### config.mk
export PLATFORM = sky130hd
export DESIGN_NAME = cpu_query_sequencer
export DESIGN_NICKNAME = d
export VERILOG_FILES = /design/src/rtl/cpu_seq_pkg.sv /design/src/rtl/query_table.sv /design/src/rtl/cpu_query_sequencer.sv
export SDC_FILE = /design/constraint.sdc
export NUM_CORES = 1
export LEC_CHECK = 0
export CORE_AREA = 2 2 146 148
export CTS_BUF_LIST = sky130_fd_sc_hd__clkbuf_4 sky130_fd_sc_hd__clkbuf_8 sky130_fd_sc_hd__clkbuf_16
export DETAILED_ROUTE_END_ITERATION = 16
export DIE_AREA = 0 0 148 150
export GPL_ROUTABILITY_DRIVEN = 0
export GPL_TIMING_DRIVEN = 0
export PLACE_DENSITY = 0.6
export SLEW_MARGIN = 10
export SYNTH_ARGS = -nofsm -noshare
export SYNTH_HDL_FRONTEND = slang
export SYNTH_HIERARCHICAL = 1
export SYNTH_SLANG_ARGS = --single-unit
### constraint.sdc
create_clock -name clk_50M -period 5.83 [get_ports clk_50M]
set_input_delay 0.8745 -clock clk_50M [delete_from_list [all_inputs] [get_ports clk_50M]]
set_output_delay 0.8745 -clock clk_50M [all_outputs]
set_load 0.01 [all_outputs]
### src/rtl/cpu_seq_pkg.sv
// -----------------------------------------------------------------------------
// cpu_seq_pkg
//   Shared definitions for the CPU query sequencer:
//   - state_t : FSM state encoding. The values are visible on the debug
//               'state' port, so they are fixed.
//   - NODE_W_DEF / MAX_QUERIES_DEF : default node width and table depth.
// -----------------------------------------------------------------------------
package cpu_seq_pkg;

  localparam int NODE_W_DEF      = 8;
  localparam int MAX_QUERIES_DEF = 8;

  typedef enum logic [2:0] {
    S_IDLE      = 3'd0,
    S_RESET_CPU = 3'd1,
    S_RUN       = 3'd2,
    S_GAP       = 3'd3,
    S_DONE      = 3'd4,
    S_ABORT     = 3'd5
  } state_t;

endpackage : cpu_seq_pkg

### src/rtl/query_table.sv
// -----------------------------------------------------------------------------
// query_table
//   MAX_QUERIES-deep table of (start node, end node) pairs. Synchronous write
//   and combinational read. Contents are not reset.
//
// Ports:
//   clk_50M  in   system clock
//   we       in   write enable (already qualified by the caller)
//   wr_idx   in   entry to write
//   wr_sp    in   start node to store
//   wr_ep    in   end node to store
//   rd_idx   in   entry to read
//   rd_sp    out  start node of entry rd_idx
//   rd_ep    out  end node of entry rd_idx
// -----------------------------------------------------------------------------
module query_table
  import cpu_seq_pkg::*;
#(
  parameter int NODE_W      = NODE_W_DEF,
  parameter int MAX_QUERIES = MAX_QUERIES_DEF,
  parameter int IDX_W       = $clog2(MAX_QUERIES)
) (
  input  logic              clk_50M,
  input  logic              we,
  input  logic [IDX_W-1:0]  wr_idx,
  input  logic [NODE_W-1:0] wr_sp,
  input  logic [NODE_W-1:0] wr_ep,
  input  logic [IDX_W-1:0]  rd_idx,
  output logic [NODE_W-1:0] rd_sp,
  output logic [NODE_W-1:0] rd_ep
);

  typedef struct packed {
    logic [NODE_W-1:0] sp;
    logic [NODE_W-1:0] ep;
  } entry_t;

  entry_t mem [MAX_QUERIES];

  // NOTE: the storage array has no reset branch; clearing a register file
  // forces a reset net onto every cell, and software always writes the
  // entries it runs before issuing start.
  always_ff @(posedge clk_50M) begin
    if (we) begin
      mem[wr_idx] <= {wr_sp, wr_ep};
    end
  end

  assign rd_sp = mem[rd_idx].sp;
  assign rd_ep = mem[rd_idx].ep;

endmodule : query_table

### src/rtl/cpu_query_sequencer.sv
// -----------------------------------------------------------------------------
// cpu_query_sequencer
//   Runs a programmed list of (start node, end node) path queries against the
//   path-planning CPU. For each query it presents SP/EP, holds cpu_reset for
//   RST_HOLD cycles, releases it, waits for cpu_done, then idles GAP_CYCLES
//   cycles before the next query.
//
//   Optional feature (macro CPU_TIMEOUT_EN): a RUN phase lasting
//   TIMEOUT_CYCLES cycles without cpu_done aborts the sequence, sets the
//   sticky timeout_err flag and parks the CPU in reset (state ABORT). Without
//   the macro RUN waits forever and timeout_err stays 0.
//
// Ports:
//   clk_50M      in   system clock
//   rst_n        in   synchronous active-low reset
//   wr_en        in   table write strobe (honoured in IDLE/DONE only)
//   wr_idx       in   table entry to write
//   wr_sp/wr_ep  in   start/end node for that entry
//   num_queries  in   queries to run, sampled on an accepted start
//   start        in   one-cycle run request
//   cpu_done     in   CPU finished the current query (sampled in RUN only)
//   SP/EP        out  start/end node presented to the CPU
//   cpu_reset    out  active-high CPU reset
//   busy         out  high in RESET_CPU/RUN/GAP
//   query_idx    out  index of the current query
//   query_done   out  one-cycle pulse when cpu_done is accepted
//   seq_done     out  high in DONE
//   timeout_err  out  sticky abort flag
//   state        out  encoded FSM state (debug)
// -----------------------------------------------------------------------------
module cpu_query_sequencer
  import cpu_seq_pkg::*;
#(
  parameter int NODE_W         = NODE_W_DEF,
  parameter int MAX_QUERIES    = MAX_QUERIES_DEF,
  parameter int IDX_W          = $clog2(MAX_QUERIES),
  parameter int RST_HOLD       = 10000,
  parameter int GAP_CYCLES     = 150000000,
  parameter int TIMEOUT_CYCLES = 50000000,
  parameter int CNT_W          = 32
) (
  input  logic              clk_50M,
  input  logic              rst_n,
  input  logic              wr_en,
  input  logic [IDX_W-1:0]  wr_idx,
  input  logic [NODE_W-1:0] wr_sp,
  input  logic [NODE_W-1:0] wr_ep,
  input  logic [IDX_W:0]    num_queries,
  input  logic              start,
  input  logic              cpu_done,
  output logic [NODE_W-1:0] SP,
  output logic [NODE_W-1:0] EP,
  output logic              cpu_reset,
  output logic              busy,
  output logic [IDX_W-1:0]  query_idx,
  output logic              query_done,
  output logic              seq_done,
  output logic              timeout_err,
  output logic [2:0]        state
);

`ifdef CPU_TIMEOUT_EN
  localparam bit TIMEOUT_EN = 1'b1;
`else
  localparam bit TIMEOUT_EN = 1'b0;
`endif

  // Terminal counts: every phase clears the counter on entry, so a phase of
  // N cycles ends on the edge where the counter reads N-1.
  localparam logic [CNT_W-1:0] RST_LAST     = CNT_W'(RST_HOLD - 1);
  localparam logic [CNT_W-1:0] GAP_LAST     = CNT_W'(GAP_CYCLES - 1);
  localparam logic [CNT_W-1:0] TIMEOUT_LAST = CNT_W'(TIMEOUT_CYCLES - 1);

  state_t              state_q;
  logic [CNT_W-1:0]    counter;
  logic [IDX_W:0]      count_q;     // number of queries latched at start
  logic                table_we;
  logic [IDX_W-1:0]    rd_idx;
  logic [NODE_W-1:0]   rd_sp;
  logic [NODE_W-1:0]   rd_ep;
  logic                start_ok;
  logic                last_query;
  logic                can_write;

  // Writes are only honoured while no sequence is in flight.
  assign can_write = (state_q == S_IDLE) || (state_q == S_DONE);
  assign table_we  = wr_en && can_write;

  // Entry 0 is read when launching; entry query_idx+1 when leaving GAP.
  // A write in the launch cycle lands at the edge, so the launch still sees
  // the old contents.
  assign rd_idx = (state_q == S_GAP) ? (query_idx + IDX_W'(1)) : '0;

  assign start_ok = start
                 && (num_queries != '0)
                 && (num_queries <= (IDX_W+1)'(MAX_QUERIES));

  assign last_query = ({1'b0, query_idx} == (count_q - (IDX_W+1)'(1)));

  query_table #(
    .NODE_W      (NODE_W),
    .MAX_QUERIES (MAX_QUERIES),
    .IDX_W       (IDX_W)
  ) u_table (
    .clk_50M (clk_50M),
    .we      (table_we),
    .wr_idx  (wr_idx),
    .wr_sp   (wr_sp),
    .wr_ep   (wr_ep),
    .rd_idx  (rd_idx),
    .rd_sp   (rd_sp),
    .rd_ep   (rd_ep)
  );

  // NOTE: all state and registered outputs use non-blocking assignments so
  // every branch below reads the values from before this edge.
  always_ff @(posedge clk_50M) begin
    if (!rst_n) begin
      state_q     <= S_IDLE;
      counter     <= '0;
      count_q     <= '0;
      SP          <= '0;
      EP          <= '0;
      cpu_reset   <= 1'b0;
      busy        <= 1'b0;
      query_idx   <= '0;
      query_done  <= 1'b0;
      seq_done    <= 1'b0;
      timeout_err <= 1'b0;
    end else begin
      query_done <= 1'b0;

      unique case (state_q)
        // ABORT only becomes reachable with the timeout feature; it launches
        // a fresh run exactly like IDLE and DONE.
        S_IDLE, S_DONE, S_ABORT: begin
          if (start_ok) begin
            count_q     <= num_queries;
            query_idx   <= '0;
            SP          <= rd_sp;
            EP          <= rd_ep;
            cpu_reset   <= 1'b1;
            busy        <= 1'b1;
            counter     <= '0;
            seq_done    <= 1'b0;
            timeout_err <= 1'b0;
            state_q     <= S_RESET_CPU;
          end
        end

        S_RESET_CPU: begin
          if (counter == RST_LAST) begin
            cpu_reset <= 1'b0;
            counter   <= '0;
            state_q   <= S_RUN;
          end else begin
            counter <= counter + CNT_W'(1);
          end
        end

        S_RUN: begin
          if (cpu_done) begin
            query_done <= 1'b1;
            counter    <= '0;
            if (last_query) begin
              busy     <= 1'b0;
              seq_done <= 1'b1;
              state_q  <= S_DONE;
            end else begin
              state_q <= S_GAP;
            end
          end else if (TIMEOUT_EN && (counter == TIMEOUT_LAST)) begin
            timeout_err <= 1'b1;
            cpu_reset   <= 1'b1;
            busy        <= 1'b0;
            counter     <= '0;
            state_q     <= S_ABORT;
          end else begin
            counter <= counter + CNT_W'(1);
          end
        end

        S_GAP: begin
          if (counter == GAP_LAST) begin
            query_idx <= query_idx + IDX_W'(1);
            SP        <= rd_sp;
            EP        <= rd_ep;
            cpu_reset <= 1'b1;
            counter   <= '0;
            state_q   <= S_RESET_CPU;
          end else begin
            counter <= counter + CNT_W'(1);
          end
        end

        default: begin
          cpu_reset <= 1'b0;
          busy      <= 1'b0;
          counter   <= '0;
          state_q   <= S_IDLE;
        end
      endcase
    end
  end

  assign state = state_q;

endmodule : cpu_query_sequencer

After elaboration in Yosys (flattened, before gate mapping)
Memories as Yosys holds them, arrays and structs flattened.
Index checks and enable logic that the tools add are counted.

word-level totals
  word-level logic and storage cells = 82
  input port bits = 28
  output and inout port bits = 27
  RAM bits = 128
  memories kept = 1
  register bits after elaboration = 62

memory list
  memory       words  width  read ports  clocked after Yosys merged registers in  write ports  RTL line           source
  u_table.mem  8      16     1           0                                        1            query_table.sv:38  entry_t mem [MAX_QUERIES];

operators by class
  bitwise logic cells = 2
  eq/ne operators = 13
  order comparisons = 1
  muxes and demuxes = 35
  $add $sub $neg = 3
  reductions and logical operators = 17

operators with widths
  operator               number
  $mux 32                4
  $pmux 32 s4            1
  $add 32x1->32 const B  1
  $eq 32x14->1 const B   1
  $eq 32x28->1 const B   1
  $mux 8                 4
  $pmux 8 s2             2
  $mux 3                 8
  $reduce_and 4->1       4
  $pmux 3 s4             1
  $mux 1                 11
  $ne 2x2->1 const B     4
  $eq 3x2->1 const B     2
  $eq 3x3->1 const B     2
  $pmux 3 s2             1
  $eq 3x4->1             1
  $le 4x4->1 const B     1
  $pmux 1 s4             1
  $reduce_and 2->1       2
  $reduce_bool 2->1      2
  $reduce_bool 4->1      1
  $sub 4x1->4 const B    1
  $add 3x1->3 const B    1
  $eq 3x1->1 const B     1
  other kinds (10)       13

Logic depth before layout (Yosys ltp)
Gate-level depths: netlist of the first run.

  word-level depth = 5
  mapped depth = 10
  mapped depth without buffers = 8

Hierarchy
Netlist of the first run, hierarchy kept.

by module, submodules not included
  module               seq. area each (µm²)  cells an instance  area an instance (µm²)  times used
  query_table          3843.7                198                4973.5                  1
  cpu_query_sequencer  1241.2                366                3171.8                  1

Least setup slack after synthesis of the first run
No wires, ideal clock.

  path type = input -> register
  start = input wr_en
  end = memory u_table/mem[0][0] (netlist bit) (enable)
  setup time = 409 ps
  cell stages on the path = 3
  data required time = 5421 ps
  path slack = 3055 ps
  arrival = 2365 ps
  buffers on the path = 0
  cells stage by stage = nor3b_1 -> nand2b_1 -> nor3_1

between the ends
  cells in the longest elaborated chain, start to end = 3

RTL lines
  element                       RTL line                   source
  start, declared               cpu_query_sequencer.sv:44  input logic wr_en,
  $logic_and 1x1->1             cpu_query_sequencer.sv:87  assign table_we = wr_en && can_write;
  $mux 1                        query_table.sv:44          if (we) begin
  $mux 1 (implied by the code)  query_table.sv:45          mem[wr_idx] <= {wr_sp, wr_ep};
  end, declared                 query_table.sv:38

Every way passes these cells.

Worst setup path after layout of the first run
  start = register state_q[0] (netlist: state[0])
  end = register EP[6]

between the ends
  cells in the longest elaborated chain, start to end = 5
  elaborated cells between the ends (all ways) = 14
  those cells by class = 5 x eq/ne; 4 x mux; 4 x reduce/logical; 1 x memory

RTL lines
  element                           RTL line                                                source
  start, declared                   cpu_query_sequencer.sv:74                               state_t state_q;
  start signal, assigned            cpu_query_sequencer.sv:119                              state_q <= S_IDLE;
  start signal, assigned            cpu_query_sequencer.sv:147                              state_q <= S_RESET_CPU;
  start signal, assigned            cpu_query_sequencer.sv:155                              state_q <= S_RUN;
  $eq 3x2->1 (*)                    cpu_query_sequencer.sv:92                               assign rd_idx = (state_q == S_GAP) ? (query_idx + IDX_W'(1)) : '0;
  $mux 3 (*)                        cpu_query_sequencer.sv:92
  net rd_idx[2]                     cpu_query_sequencer.sv:78                               logic [IDX_W-1:0] rd_idx;
  $mem_v2 8x16 (*)                  n/a
  net rd_ep[6]                      cpu_query_sequencer.sv:80                               logic [NODE_W-1:0] rd_ep;
  $mux 8, on equally long branches  cpu_query_sequencer.sv:184, cpu_query_sequencer.sv:137
  $pmux 8 s2 (*)                    cpu_query_sequencer.sv:133                              unique case (state_q)
  end signal, assigned              cpu_query_sequencer.sv:141                              EP <= rd_ep;
  end signal, assigned              cpu_query_sequencer.sv:187                              EP <= rd_ep;
  end, declared                     cpu_query_sequencer.sv:52                               output logic [NODE_W-1:0] EP,

The timed path passes the listed nets; every way through them passes the cells marked *. The select of a mux whose other input is x is not followed.
A chain may end at the register's enable or synchronous reset.

==> results_dict.tcl, run 1 <==
set metrics [dict create \
    final_common_cell "edfxtp_1" \
    intPower_mw 2.34 \
    die_h_um 150 \
    ys.flop_type "edfxtp_1" \
    async_flop_share_pct 0 \
    power.density_nw_per_um2 334 \
    synth_cells 564 \
    hold_slack_ns 0.477 \
    dpl.cell_count 902 \
    rows 53 \
    crit_arrival_ns 3.47 \
    cts_max_level 4 \
    drive_above_1_share_pct 14.9 \
    path_cells "nor2b_1 > clkbuf_1 > nand2_1 > nor2_1 > buf_1 > mux4_2 > mux2_2 > mux2i_1 > nor2b_1" \
    p_sw_share_pct 28.3 \
    timing.reg2reg.setup_slack_ns 2.70 \
    clk_latency_ns 0.44 \
    syn-cell-area_um2 8150 \
    clockRootBuffer "clkbuf_16" \
    status "finished clean" \
    rr_worst_depth 9 \
    reg2reg_to "EP[6]$_SDFFE_PN0P_" \
    relSlewSlack_pct 42.8 \
    setup.worst_path.start "state[0]$_SDFFE_PN0P_" \
    setup_viol 0 \
    clock_power_share_pct 35.2 \
    cts_resized 0 \
    wl_per_cell_um 19.3 \
    cp_num_cells 9 \
    drc_errors 0 \
    cpLargestDelayFamily "buffers and inverters" \
    synth_edf_count 128 \
    ys_seq_elements 190 \
    layout.nets 677 \
    ir_worst_vdd_mv 0.183 \
    combPwrFrac_pct 17.5 \
    wl_um 18000 \
    dpl.hpwl_um 12200 \
    final_cell_mix "128 x edfxtp_1, 62 x dfxtp_1, 53 x clkdlybuf4s50_1" \
    post-route-period-util_pct 53.7 \
    syn_area_per_cell_um2 14.4 \
    vias 4936 \
    skew_ns 0.0182 \
    critical_path_class "reg -> reg" \
    rsz0062_at_grt "no" \
    required_ns 6.17 \
    io_buffers 53 \
    pin_count 55 \
    cts_made_buffers 17 \
    hp-class "reg -> reg" \
    power_switching_uw 924 \
    n_antenna_cell 0 \
    seq_area_frac_synth_pct 62.4 \
    areaGrowthSynthToFinish_pct 19.8 \
    cts_setup_buffers 0 \
    cts_hold_buf 0 \
    cts_tree "yes" \
    cp-endpoint "EP[6]$_SDFFE_PN0P_" \
    drt_iter0_drc 329 \
    fmax_mhz 320 \
    synth_nets 595 \
    p_leak_nw 3.19 \
    finalHoldViolCount 0 \
    worstSetupStartpointType "register" \
    nFillCells 1806 \
    start_util_pct 39.4 \
    viasPerCell 5.28 \
    die_area_um2 22200 \
    min_period_ns 3.13 \
    path_max_fanout 10 \
    drt_pass1_iterations 5 \
    setup_tns_ns 0 \
    final_util_pct 47.2 \
    grt_max_degree 21 \
    sequentialPowerShare_pct 47.3 \
    clkSinkCount 190 \
    grt_pass1_vias 4949 \
    crit_buf_inv 2 \
    clk_pin_slew_ns 0.08 \
    critPathSlowestCell "buf_1" \
    drv_cap 0 \
    final_max_slew_viol_count 0 \
    overflow 0 \
    clock_path_buffers 2 \
    max_stage_delay_ns 0.66 \
    drtAntennaViolNets 0 \
    synth.distinct_cells 63 \
    r2r-start "state[0]$_SDFFE_PN0P_" \
    antenna_found_initial 2 \
    grt.total_usage_pct 17.1 \
    synth_warnings 6 \
    die_w_um 148 \
    grt_pass1_wl_um 28500 \
    fin_cells 934 \
    coreArea_um2 20700 \
    cp-end-kind "register" \
    crit_top_cell "nor2b_1" \
    max_slew.worst_pin.slew_ns 0.851 \
]
## worst min-delay path: stages (launching register included)
cell and delay [ns]:
dfxtp_1 0.31, o311ai_0 0.08, nand2_1 0.05
## metrics by stage
stage	power [mW]	area, um2	setup WS [ns]
finish	3.26	9760	2.70
floorplan	1.93	8150	3.06
CTS	3.29	9760	2.69
global route	3.40	9760	2.39
global placement	2.12	9020	0.965
detailed placement	2.15	9170	2.46
## state kept, by name, summed over array words and instances (netlist names), 3 cells and up
name,flops
EP,8
SP,8
count_q,4
counter,32
query_idx,3
state,3
u_table/mem,128
## layer usage
metal	up-vias	part of all wire, %	GRT usage, %
met3	22	4.6	4.42
met2	118	50	28.8
met4	0	1.4	4.86
li1	2357	-	-
met5	-	0	0
met1	2439	44	21.9
## how the worst min path moves through the flow
stage / start / end / slack, ns / depth (start not counted)
3_5_place_dp: seq_done$_SDFFE_PN0P_ / seq_done$_SDFFE_PN0P_ / 0.48 / 2
6_report: seq_done$_SDFFE_PN0P_ / seq_done$_SDFFE_PN0P_ / 0.48 / 2
3_3_place_gp: seq_done$_SDFFE_PN0P_ / seq_done$_SDFFE_PN0P_ / 0.47 / 2
2_1_floorplan: counter[31]$_SDFFE_PN0N_ / counter[31]$_SDFFE_PN0N_ / 0.46 / 2
5_1_grt: seq_done$_SDFFE_PN0P_ / seq_done$_SDFFE_PN0P_ / 0.53 / 2
4_1_cts: seq_done$_SDFFE_PN0P_ / seq_done$_SDFFE_PN0P_ / 0.49 / 2
## cell type report
| cell class | count | area [um2] | share of cell area (%) |
|---|---|---|---|
| clock buffers | 17 | 425 | 4.36 |
| flip-flops and latches | 190 | 5080 | 52.1 |
| well taps | 275 | 344 | 3.53 |
| plain buffers | 27 | 174 | 1.78 |
| repair buffers | 63 | 651 | 6.67 |
| multi-input cells | 343 | 2900 | 29.7 |
| clock inverters | 15 | 168 | 1.72 |
| inverters | 4 | 15.0 | 0.154 |
## power by group through the flow
stage | registers, mW | logic, mW | clock network (mW)
final | 1.54 | 0.570 | 1.15
after global routing | 1.55 | 0.622 | 1.23
after CTS | 1.54 | 0.574 | 1.17
after detailed placement | 1.57 | 0.570 | 0
after global placement | 1.57 | 0.549 | 0
after floorplan | 1.58 | 0.346 | 0
## kinds of logic after synthesis
logic type	synth area share, %
adders and majority gates	0.461
AOI/OAI and AO/OA	5.39
xor gates and xnor gates	2.04
DFF	62.4
buffers and inverters	2.32
and+or+nand+nor	12.0
other	0.0460
muxes	15.3
## synth_stat cells (3+ instances only)
master	instances	area (um2)
xor2_1	7	61.3
buf_2	6	30.0
buf_6	7	78.8
nand4_1	7	43.8
clkbuf_1	6	22.5
nor3_1	11	55.1
mux4_2	4	90.1
nand2b_1	5	31.3
nor2_1	34	128
nand3_1	25	125
mux2_2	16	180
mux2i_1	24	240
ha_1	3	37.5
buf_4	3	22.5
and3_1	3	18.8
nand2_1	47	176
nor2b_1	29	181
dfxtp_1	62	1240
mux4_1	28	736
xnor2_1	12	105
inv_1	4	15.0
buf_1	4	15.0
a21oi_1	6	30.0
nor4_1	8	50.1
edfxtp_1	128	3840
o311ai_0	8	70.1
a21boi_0	3	22.5
a221o_1	3	30.0
o21ai_0	16	80.1
o31ai_1	3	22.5
Note: power is estimated with default switching activity, not from simulation.
==> run 2, diff against run 1 <==
==> constraint.sdc (replaced) <==
create_clock -name clk_50M -period 3.1 [get_ports clk_50M]
set_input_delay 0.465 -clock clk_50M [delete_from_list [all_inputs] [get_ports clk_50M]]
set_output_delay 0.465 -clock clk_50M [all_outputs]
set_load 0.01 [all_outputs]
==> results_dict.tcl, run 2 (synthesis gave the netlist of run 1 again) <==
set metrics [dict create \
    io_buffers 53 \
    final_cell_mix "128 x edfxtp_1, 62 x dfxtp_1, 53 x clkdlybuf4s50_1" \
    relSlewSlack_pct 42.6 \
    crit_top_cell "nor2b_1" \
    final_max_slew_viol_count 0 \
    skew_ns 0.0181 \
    power.density_nw_per_um2 629 \
    cts_hold_buf 0 \
    drive_above_1_share_pct 15.3 \
    worstSetupStartpointType "register" \
    clock_power_share_pct 35.2 \
    n_antenna_cell 0 \
    final_util_pct 47.2 \
    hold_slack_ns 0.477 \
    grt.total_usage_pct 17.1 \
    die_h_um 150 \
    p_sw_share_pct 28.3 \
    drv_cap 0 \
    cts_max_level 4 \
    max_stage_delay_ns 0.45 \
    pin_count 55 \
    power_switching_mw 1.74 \
    critical_path_class "reg -> reg" \
    final_common_cell "edfxtp_1" \
    viasPerCell 5.28 \
    largest_reg_flops 128 \
    drt_pass1_iterations 7 \
    drtAntennaViolNets 0 \
    power_mw 6.14 \
    die_area_um2 22200 \
    p_leak_nw 3.20 \
    pre_cts_slack_ns -0.0328 \
    drc_errors 0 \
    crit_buf_inv 2 \
    post-route-period-util_pct 90.6 \
    setup_viol 0 \
    min_period_ns 2.81 \
    vias 4933 \
    cts_tree "yes" \
    die_w_um 148 \
    crit_arrival_ns 3.15 \
    coreArea_um2 20700 \
    wl_um 18000 \
    clkSinkCount 190 \
    ir_worst_vdd_mv 0.344 \
    clk_pin_slew_ns 0.08 \
    critPathSlowestCell "dfxtp_1" \
    clk_latency_ns 0.44 \
    cts_made_buffers 17 \
    fin_ws_ns 0.291 \
    path_cells "nor2b_1 > clkbuf_1 > nand2_1 > nor2_1 > buf_2 > mux4_2 > mux2_2 > mux2i_1 > nor2b_1" \
    cp-end-kind "register" \
    combPwrFrac_pct 17.5 \
    start_util_pct 39.4 \
    wl_per_cell_um 19.3 \
    dpl.hpwl_um 12200 \
    cpLargestDelayFamily "multiplexers" \
    grt_max_degree 21 \
    nFillCells 1804 \
    clock_path_buffers 2 \
    overflow 0 \
    max_slew.worst_pin.slew_ns 0.853 \
    largest_register "u_table/mem" \
    fmax_mhz 356 \
    status "finished clean" \
    drt_iter0_drc 329 \
    sequentialPowerShare_pct 47.3 \
    areaGrowthSynthToFinish_pct 19.8 \
    rsz0062_at_grt "no" \
    grt_pass1_vias 4949 \
    rows 53 \
    antenna_found_initial 2 \
    layout.nets 677 \
    required_ns 3.44 \
    intPower_mw 4.40 \
    hp-class "reg -> reg" \
    largestRegisters "u_table/mem x128, counter x32" \
    finalHoldViolCount 0 \
    clockRootBuffer "clkbuf_16" \
    grt_pass1_wl_um 28500 \
    path_max_fanout 10 \
]
## run 2: cell types whose count changed in the layout (fill, tap and decap cells not counted)
cell      change
buf_1         -3
buf_2         +2
clkbuf_2      +1
## run 2: worst paths after layout
kind	from	endpoint	slack, ns	depth (start not counted)
max	state[0]$_SDFFE_PN0P_	EP[6]$_SDFFE_PN0P_	0.29	9
min	seq_done$_SDFFE_PN0P_	seq_done$_SDFFE_PN0P_	0.48	2
max reg2reg	state[0]$_SDFFE_PN0P_	EP[6]$_SDFFE_PN0P_	0.29	9
min reg2reg	seq_done$_SDFFE_PN0P_	seq_done$_SDFFE_PN0P_	0.48	2
## run 2: power by group through the flow
stage | clock, mW | combinational (mW) | sequential [mW]
6_report | 2.16 | 1.07 | 2.90
5_1_grt | 2.31 | 1.17 | 2.92
4_1_cts | 2.20 | 1.08 | 2.90
3_5_place_dp | 0 | 1.07 | 2.96
3_3_place_gp | 0 | 1.03 | 2.96
2_1_floorplan | 0 | 0.652 | 2.97
## run 2: cell type report
type / instances / area [um2] / area share [%]
sequential: 190 / 5080 / 52.1
timing repair buffer: 63 / 651 / 6.66
tap: 275 / 344 / 3.52
buffer: 27 / 178 / 1.82
inverter: 4 / 15.0 / 0.154
clock inverter: 15 / 168 / 1.72
clock buffer: 17 / 425 / 4.36
multi-input combinational: 343 / 2900 / 29.7
## run 2: metal layers
metal	part of all wire (%)	track usage, %	vias to the layer above
li1	-	-	2356
met1	44	21.9	2434
met2	50	28.8	123
met3	4.7	4.42	20
met4	1.3	4.86	0
met5	0	0	-
## run 2: timing repair
action,4_1_cts,5_1_grt
resized for setup,2,1
setup endpoints to repair,9,10
endpoints found under the hold margin,0,0
setup buffers,0,0
## run 2: worst register-to-register path, cell delays in order (launching register included)
cell,delay (ns)
dfxtp_1,0.45
nor2b_1,0.16
clkbuf_1,0.35
nand2_1,0.13
nor2_1,0.36
buf_2,0.40
mux4_2,0.37
mux2_2,0.31
mux2i_1,0.14
nor2b_1,0.06
## run 2: stage by stage
stage                     cells  area, um2  setup TNS [ns]
after global routing        934       9760               0
after global placement      892       9020          -84.06
final                       934       9760               0
after floorplan             564       8150               0
after CTS                   934       9760               0
after detailed placement    902       9170          -0.122
